$ cat src/rtl/axi_rd_arbiter.sv
// axi_rd_arbiter: shares one AXI3 AR/R port between inst and data readers; AXI_RD_ARB_RR_EN selects round-robin over fixed data priority
module axi_rd_arbiter #(
  parameter logic [3:0] INST_ID = 4'd0,
  parameter logic [3:0] DATA_ID = 4'd1
) (
  input  logic        clk,
  input  logic        rst,
  input  logic        inst_req,
  input  logic [31:0] inst_addr,
  input  logic [7:0]  inst_len,
  input  logic [2:0]  inst_size,
  output logic        inst_gnt,
  output logic        inst_rvalid,
  output logic [31:0] inst_rdata,
  output logic        inst_rlast,
  output logic        inst_rerr,
  input  logic        data_req,
  input  logic [31:0] data_addr,
  input  logic [7:0]  data_len,
  input  logic [2:0]  data_size,
  output logic        data_gnt,
  output logic        data_rvalid,
  output logic [31:0] data_rdata,
  output logic        data_rlast,
  output logic        data_rerr,
  output logic [3:0]  arid,
  output logic [31:0] araddr,
  output logic [7:0]  arlen,
  output logic [2:0]  arsize,
  output logic [1:0]  arburst,
  output logic [1:0]  arlock,
  output logic [3:0]  arcache,
  output logic [2:0]  arprot,
  output logic        arvalid,
  input  logic        arready,
  input  logic [3:0]  rid,
  input  logic [31:0] rdata,
  input  logic [1:0]  rresp,
  input  logic        rlast,
  input  logic        rvalid,
  output logic        rready
);
  typedef enum logic [1:0] {IDLE, ADDR, DATA} state_t;
  state_t state;
  logic own_data, win_data, beat, err;
  logic [7:0] cnt;
`ifdef AXI_RD_ARB_RR_EN
  logic last_inst;
  assign win_data = data_req & (!inst_req | last_inst);
`else
  assign win_data = data_req;
`endif
  assign beat = rvalid & rready;
  assign err = (rresp != 2'b00) || (rid != arid) || (rlast && cnt != arlen) || (cnt == arlen && !rlast);
  assign inst_gnt = arvalid & arready & !own_data;
  assign data_gnt = arvalid & arready & own_data;
  assign inst_rvalid = beat & !own_data;
  assign data_rvalid = beat & own_data;
  assign inst_rlast = inst_rvalid & rlast;
  assign data_rlast = data_rvalid & rlast;
  assign inst_rerr = inst_rvalid & err;
  assign data_rerr = data_rvalid & err;
  assign inst_rdata = rdata;
  assign data_rdata = rdata;
  assign arburst = 2'b01;
  assign arlock = 2'b00;
  assign arcache = 4'd0;
  assign arprot = 3'd0;
  always_ff @(posedge clk) begin
    if (rst) begin
      state <= IDLE;
      own_data <= 1'b0;
      cnt <= 8'd0;
      arvalid <= 1'b0;
      rready <= 1'b0;
      arid <= 4'd0;
      araddr <= 32'd0;
      arlen <= 8'd0;
      arsize <= 3'd0;
`ifdef AXI_RD_ARB_RR_EN
      last_inst <= 1'b1;
`endif
    end else begin
      case (state)
        IDLE: if (inst_req || data_req) begin
          state <= ADDR;
          own_data <= win_data;
          arid <= win_data ? DATA_ID : INST_ID;
          araddr <= win_data ? data_addr : inst_addr;
          arlen <= win_data ? data_len : inst_len;
          arsize <= win_data ? data_size : inst_size;
          cnt <= 8'd0;
          arvalid <= 1'b1;
        end
        ADDR: if (arready) begin
          state <= DATA;
          arvalid <= 1'b0;
          rready <= 1'b1;
`ifdef AXI_RD_ARB_RR_EN
          last_inst <= !own_data;
`endif
        end
        DATA: if (rvalid) begin
          cnt <= cnt + 8'd1;
          if (rlast) begin
            state <= IDLE;
            rready <= 1'b0;
          end
        end
        default: state <= IDLE;
      endcase
    end
  end
endmodule

$ cat config.mk
export PLATFORM = sky130hd
export DESIGN_NAME = axi_rd_arbiter
export DESIGN_NICKNAME = d
export VERILOG_FILES = /design/src/rtl/axi_rd_arbiter.sv
export SDC_FILE = /design/constraint.sdc
export NUM_CORES = 1
export LEC_CHECK = 0
export BUFFER_PORTS_ARGS = -buffer_cell sky130_fd_sc_hd__buf_4
export CAP_MARGIN = 25
export CORE_AREA = 3 3 100 102
export CTS_BUF_LIST = sky130_fd_sc_hd__clkbuf_16
export DETAILED_ROUTE_END_ITERATION = 8
export DIE_AREA = 0 0 103 105
export HOLD_SLACK_MARGIN = 0.03
export PLACE_DENSITY = 0.73
export RECOVER_POWER = 25
export SLEW_MARGIN = 10
export SYNTH_ARGS = -nofsm -noshare
export SYNTH_HDL_FRONTEND = slang
export SYNTH_SLANG_ARGS = --single-unit
export TNS_END_PERCENT = 50
$ cat constraint.sdc
create_clock -name clk -period 3.96 [get_ports clk]
set_clock_uncertainty 0.2 [all_clocks]
set_input_delay 0.198 -clock clk [delete_from_list [all_inputs] [get_ports clk]]
set_output_delay 0.198 -clock clk [all_outputs]
set_load 0.05 [all_outputs]
==> After elaboration in Yosys (flattened, before gate mapping) <==
Index checks and enable logic that the tools add are counted.
Widths: inputs -> output; s select.
{ "op_classes": {"bitwise": 10, "muxes": 19, "reduce_logical": 18, "n_eq_ne": 9, "addsub": 1} }
{ "ops": {"columns": ["operator", "n"], "rows": [
  ["$mux 32", 1],
  ["$mux 8", 3],
  ["$pmux 8 s2", 1],
  ["$and 1x1->1", 10],
  ["$add 8x1->8 const B", 1],
  ["$eq 8x8->1", 1],
  ["$mux 2", 4],
  ["$ne 2x2->1 const B", 4],
  ["$ne 8x8->1", 1],
  ["$reduce_and 4->1", 2],
  ["$reduce_bool 2->1", 4],
  ["$mux 1", 6],
  ["$pmux 2 s3", 1],
  ["$reduce_and 3->1", 2],
  ["$logic_or 1x1->1", 4],
  ["$ne 4x4->1", 1],
  ["$pmux 1 s2", 2],
  ["$mux 3", 1],
  ["$eq 2x1->1 const B", 1],
  ["$eq 2x2->1 const B", 1],
  ["$logic_and 1x1->1", 2],
  ["$logic_not 1->1", 2],
  ["$logic_not 2->1", 1],
  ["$reduce_and 2->1", 1]
]} }
{ "totals": {"regBits": 60, "output_inout_bits": 132, "wordCells": 66} }

==> Longest topological paths before layout <==
{ "logic_depth": {"depth_word": 5, "depth_mapped": 7, "depth_no_buf": 4} }

==> Worst setup path after synthesis <==
Ideal clock, no wire load.
{ "synth_path": {"path_type": "reg2out", "startpoint": "register arlen[3]", "endpoint": "output port inst_rerr", "slack_ps": 832, "path_stages_with_launch": 5, "required_time_ps": 3562, "arrival_ps": 2730, "n_path_buf": 0, "cell_sequence": "dfxtp_1 > xor2_1 > nor4_1 > a211oi_1 > nor4_1"} }
{ "synth_between": {"elab_chain_cells": 5, "elab_cells_between_ends": 7, "cone_classes": "2 x eq/ne; 1 x bitwise; 4 x reduce/logical"} }
{ "synth_rtl": {"columns": ["element", "line", "text"], "rows": [
  ["start, declared", "28", "output logic [7:0] arlen,"],
  ["start signal, assigned", "90", "arlen <= win_data ? data_len : inst_len;"],
  ["$ne 8x8->1", "54", "assign err = (rresp != 2'b00) || (rid != arid) || (rlast && cnt != arlen) || (cnt == arlen && !rlast);"],
  ["$logic_and 1x1->1", "54", null],
  ["$logic_or 1x1->1", "54", null],
  ["$logic_or 1x1->1 (*)", "54", null],
  ["$and 1x1->1 (*)", "61", "assign inst_rerr = inst_rvalid & err;"],
  ["end, declared", "16", "output logic inst_rerr,"]
]} }
Mark *: on every way between the ends. The rest lies on a longest branch, timed or not.

==> Final worst setup path <==
{ "layout_path": {"startpoint": "register cnt[3]", "endpoint": "output port inst_rerr"} }
{ "layout_between": {"elab_chain_cells": 5, "elab_cells_between_ends": 7, "cone_classes": "2 x eq/ne; 1 x bitwise; 4 x reduce/logical"} }
{ "layout_rtl": {"columns": ["element", "line", "text"], "rows": [
  ["start, declared", "46", "logic [7:0] cnt;"],
  ["start signal, assigned", "104", "cnt <= cnt + 8'd1;"],
  ["$ne 8x8->1", "54", null],
  ["$logic_and 1x1->1", "54", null],
  ["$logic_or 1x1->1", "54", null],
  ["$logic_or 1x1->1 (*)", "54", null],
  ["$and 1x1->1 (*)", "61", null]
]} }
Marks and branches as above.

==> results.sh <==
export IMPL_rows=35
export IMPL_layout_worst_path_cycle_share_pct=61.99
export IMPL_drcViolationCount=0
export IMPL_initial_core_util_pct=35.40
export IMPL_power_leakage_nw=1.949
export IMPL_crit_slowest_cell="nor4_1"
export IMPL_antenna_cells=0
export IMPL_dpl_instance_area_sq_mm=0.003885
export IMPL_yosysWarnings=0
export IMPL_synthesis_instances=368
export IMPL_finalCriticalPeriod_ns=2.455
export IMPL_drt_iter0_drc=28
export IMPL_required_ns=3.56
export IMPL_met3WireLength_microns=637
export IMPL_fin_tns_setup_ns=0
export IMPL_routedWlPerCell_microns=13.63
export IMPL_final_common_cell="buf_4"
export IMPL_final_max_slew_viol_count=0
export IMPL_drt_first_pass_iters=4
export IMPL_clkSinkCount=56
export IMPL_dr_total_vias=2675
export IMPL_htreeDepth=2
export IMPL_drtAntennaViolNets=0
export IMPL_grt_pass1_wl_mm=11.59
export IMPL_cts_path_max_buffers=2
export IMPL_grt_start_max_net_pins=54
export IMPL_via_per_inst=4.846
export IMPL_synth_top_area_share_pct=34.44
export IMPL_nNetsFinal=572
export IMPL_finalPower_mw=1.678
export IMPL_die_x_microns=103
export IMPL_filler_cell_count=911
export IMPL_critPathArrivalTime_ns=2.06
export IMPL_path_class="flop to primary output"
export IMPL_hp_start="inst_req"
export IMPL_gp_congestion=0.7458
export IMPL_final_util_pct=43.84
export IMPL_ys_seq_area_share_pct=34.44
export IMPL_die_h_microns=105
export IMPL_final_cell_mix="155 x buf_4, 56 x nor2_1, 56 x dfxtp_1, 44 x a211oi_1, 44 x mux2i_1"
export IMPL_top_layer_used="met4"
export IMPL_fin_hold_ws_ns=0.04428
export IMPL_synth_area_sq_mm=0.003256
export IMPL_clk_pin_slew_worst_paths_ns=0.07
export IMPL_fin_area_sq_mm=0.004031
export IMPL_start_kind="flop"
export IMPL_tightest_slew_ns=0.8407
export IMPL_hold_class="primary input to flop"
export IMPL_layout_drive_gt1_share_pct=37.19
export IMPL_r2r_end="araddr[2]"
export IMPL_wl_met2_mm=3.964
export IMPL_cts_tree="yes"
export IMPL_cap_violations=0
export IMPL_met1Wirelength_mm=2.807
export IMPL_worst_path_most_repeated_cell="nor4_1"
export IMPL_synth_avg_cell_area_sq_um=8.847
export IMPL_post_cts_buffers=0
export IMPL_worstSkewPairLatency_ns=0.28
export IMPL_core_area_sq_mm=0.009196
export IMPL_root_buffer="clkbuf_16"
export IMPL_grt_use_total_pct=13.20
export IMPL_cp_max_fo=5
export IMPL_hold_path_end="own_data"
export IMPL_area_growth_pct=23.83
export IMPL_synth_seq_cells=56
export IMPL_die_area_sq_mm=0.01082
export IMPL_irDropWorstVdd_mv=0.1876
export IMPL_dp_hpwl_mm=5.914
export IMPL_grt_pass1_vias=2557
export IMPL_grt_setup_unrepaired="no"
export IMPL_numCtsBuffers=5
export IMPL_ys_types=34
export IMPL_yosysTopAreaCell="dfxtp_1"
export IMPL_setup_viol=0
export IMPL_grt_overflow=0
export IMPL_hold_violations=0
export IMPL_port_buffers=152
export IMPL_antenna_found_initial=0
export IMPL_max_slew_margin_rel_pct=43.95
export IMPL_postRouteWirelength_mm=7.523
export IMPL_min_path_cells=4
export IMPL_reg2regPathDepth=5
export IMPL_critPathMaxStageDelay_ns=0.52
export IMPL_io_pins=263
export IMPL_crit_path_end_kind="primary output"
export IMPL_p_per_area_mw_per_mm2=416.2
export IMPL_status="completed"
export IMPL_max_freq_mhz=407.4
export IMPL_cp_cell_sequence="xor2_1 > nor4_1 > a211oi_1 > nor4_1 > buf_4"
export IMPL_r2r_start="state[1]"
export IMPL_synth_area_leaders="dfxtp_1 34%, buf_4 18%, mux2i_1 14%"
export IMPL_r2r_slack_ns=1.51
==> worst max path at each step <==
stage | to | depth (start not counted) | slack, ns | from
floorplan | inst_rerr | 4 | 0.83 | arlen[3]
global placement | araddr[1] | 5 | 1.64 | state[0]
detailed placement | araddr[2] | 5 | 1.50 | state[0]
CTS | inst_rerr | 5 | 1.47 | cnt[3]
global route | araddr[12] | 5 | 1.30 | state[0]
finish | inst_rerr | 5 | 1.51 | cnt[3]
==> per-layer routing <==
metal	track usage, %	vias up
met5	0	-
met4	4.348	0
met3	4.473	17
met2	24.06	107
met1	13.83	1220
li1	-	1331
==> logic make-up after synthesis <==
family          count (synthesis)  synth area share [%]
compound gates                 55                 12.26
xor+xnor                       12                 3.228
fa+ha+maj                       1                0.3843
buf+inv                       105                 22.33
flops                          56                 34.44
mux                            45                 13.87
other cells                     2                0.2307
simple gates                   92                 13.26
==> per-stage QoR <==
stage                     std cells  setup WS (ns)
after CTS                       552          1.467
after global placement          543          1.642
after floorplan                 380         0.8324
after detailed placement        543          1.502
after global routing            552          1.298
final                           552          1.505
==> critical path: cells and delay by family (launching register included) <==
kind	cells	cell delay, ns
AND/OR/NAND/NOR	2	0.79
flip-flops	1	0.37
buffers and inverters	1	0.25
XOR/XNOR	1	0.18
AO/OA/AOI/OAI	1	0.18
==> report_power, final <==
group | switching (mW) | internal [mW]
combinational | 0.391 | 0.212
clock | 0.182 | 0.228
sequential | 0.0418 | 0.624
==> sequential cells by signal, indices dropped and copies added (netlist names) <==
register / cells
arvalid: 1
cnt: 8
rready: 1
araddr: 32
state: 2
arlen: 8
own_data: 1
arsize: 3
==> synthesized netlist by cell type <==
cell type and instances:
buf_4 80, dfxtp_1 56, nor2_1 56, a211oi_1 44, mux2i_1 44, buf_2 14
xor2_1 10, nand2_1 8, clkbuf_1 7, a21oi_1 5, nand4_1 4, nor4_1 4
nor3_1 3, a22oi_1 2, and2_1 2, and3_1 2, buf_6 2, conb_1 2
inv_1 2, nand3_1 2, nor3b_1 2, o31ai_1 2, or2_1 2, or4_1 2
xnor2_1 2, a21oi_2 1, and2b_1 1, and3b_1 1, and4bb_2 1, ha_1 1
mux2_1 1, nand3b_1 1, nor3b_2 1, o21ai_0 1
==> area by class of cell <==
| cell class | instances | area [sq um] | share of cell area (%) |
|---|---|---|---|
| sequential | 56 | 1121 | 27.81 |
| clock buffer | 5 | 125.1 | 3.104 |
| clock inverter | 3 | 11.26 | 0.2793 |
| multi-input combinational | 219 | 1454 | 36.06 |
| inverter | 2 | 7.507 | 0.1862 |
| timing repair buffer | 156 | 1174 | 29.11 |
| tap | 111 | 138.9 | 3.445 |
==> repair_timing <==
action,in CTS,in global routing
hold buffers,1,0
endpoints found under the hold margin,1,0
resized for setup,0,0
Power figures use the tool's default switching activity.
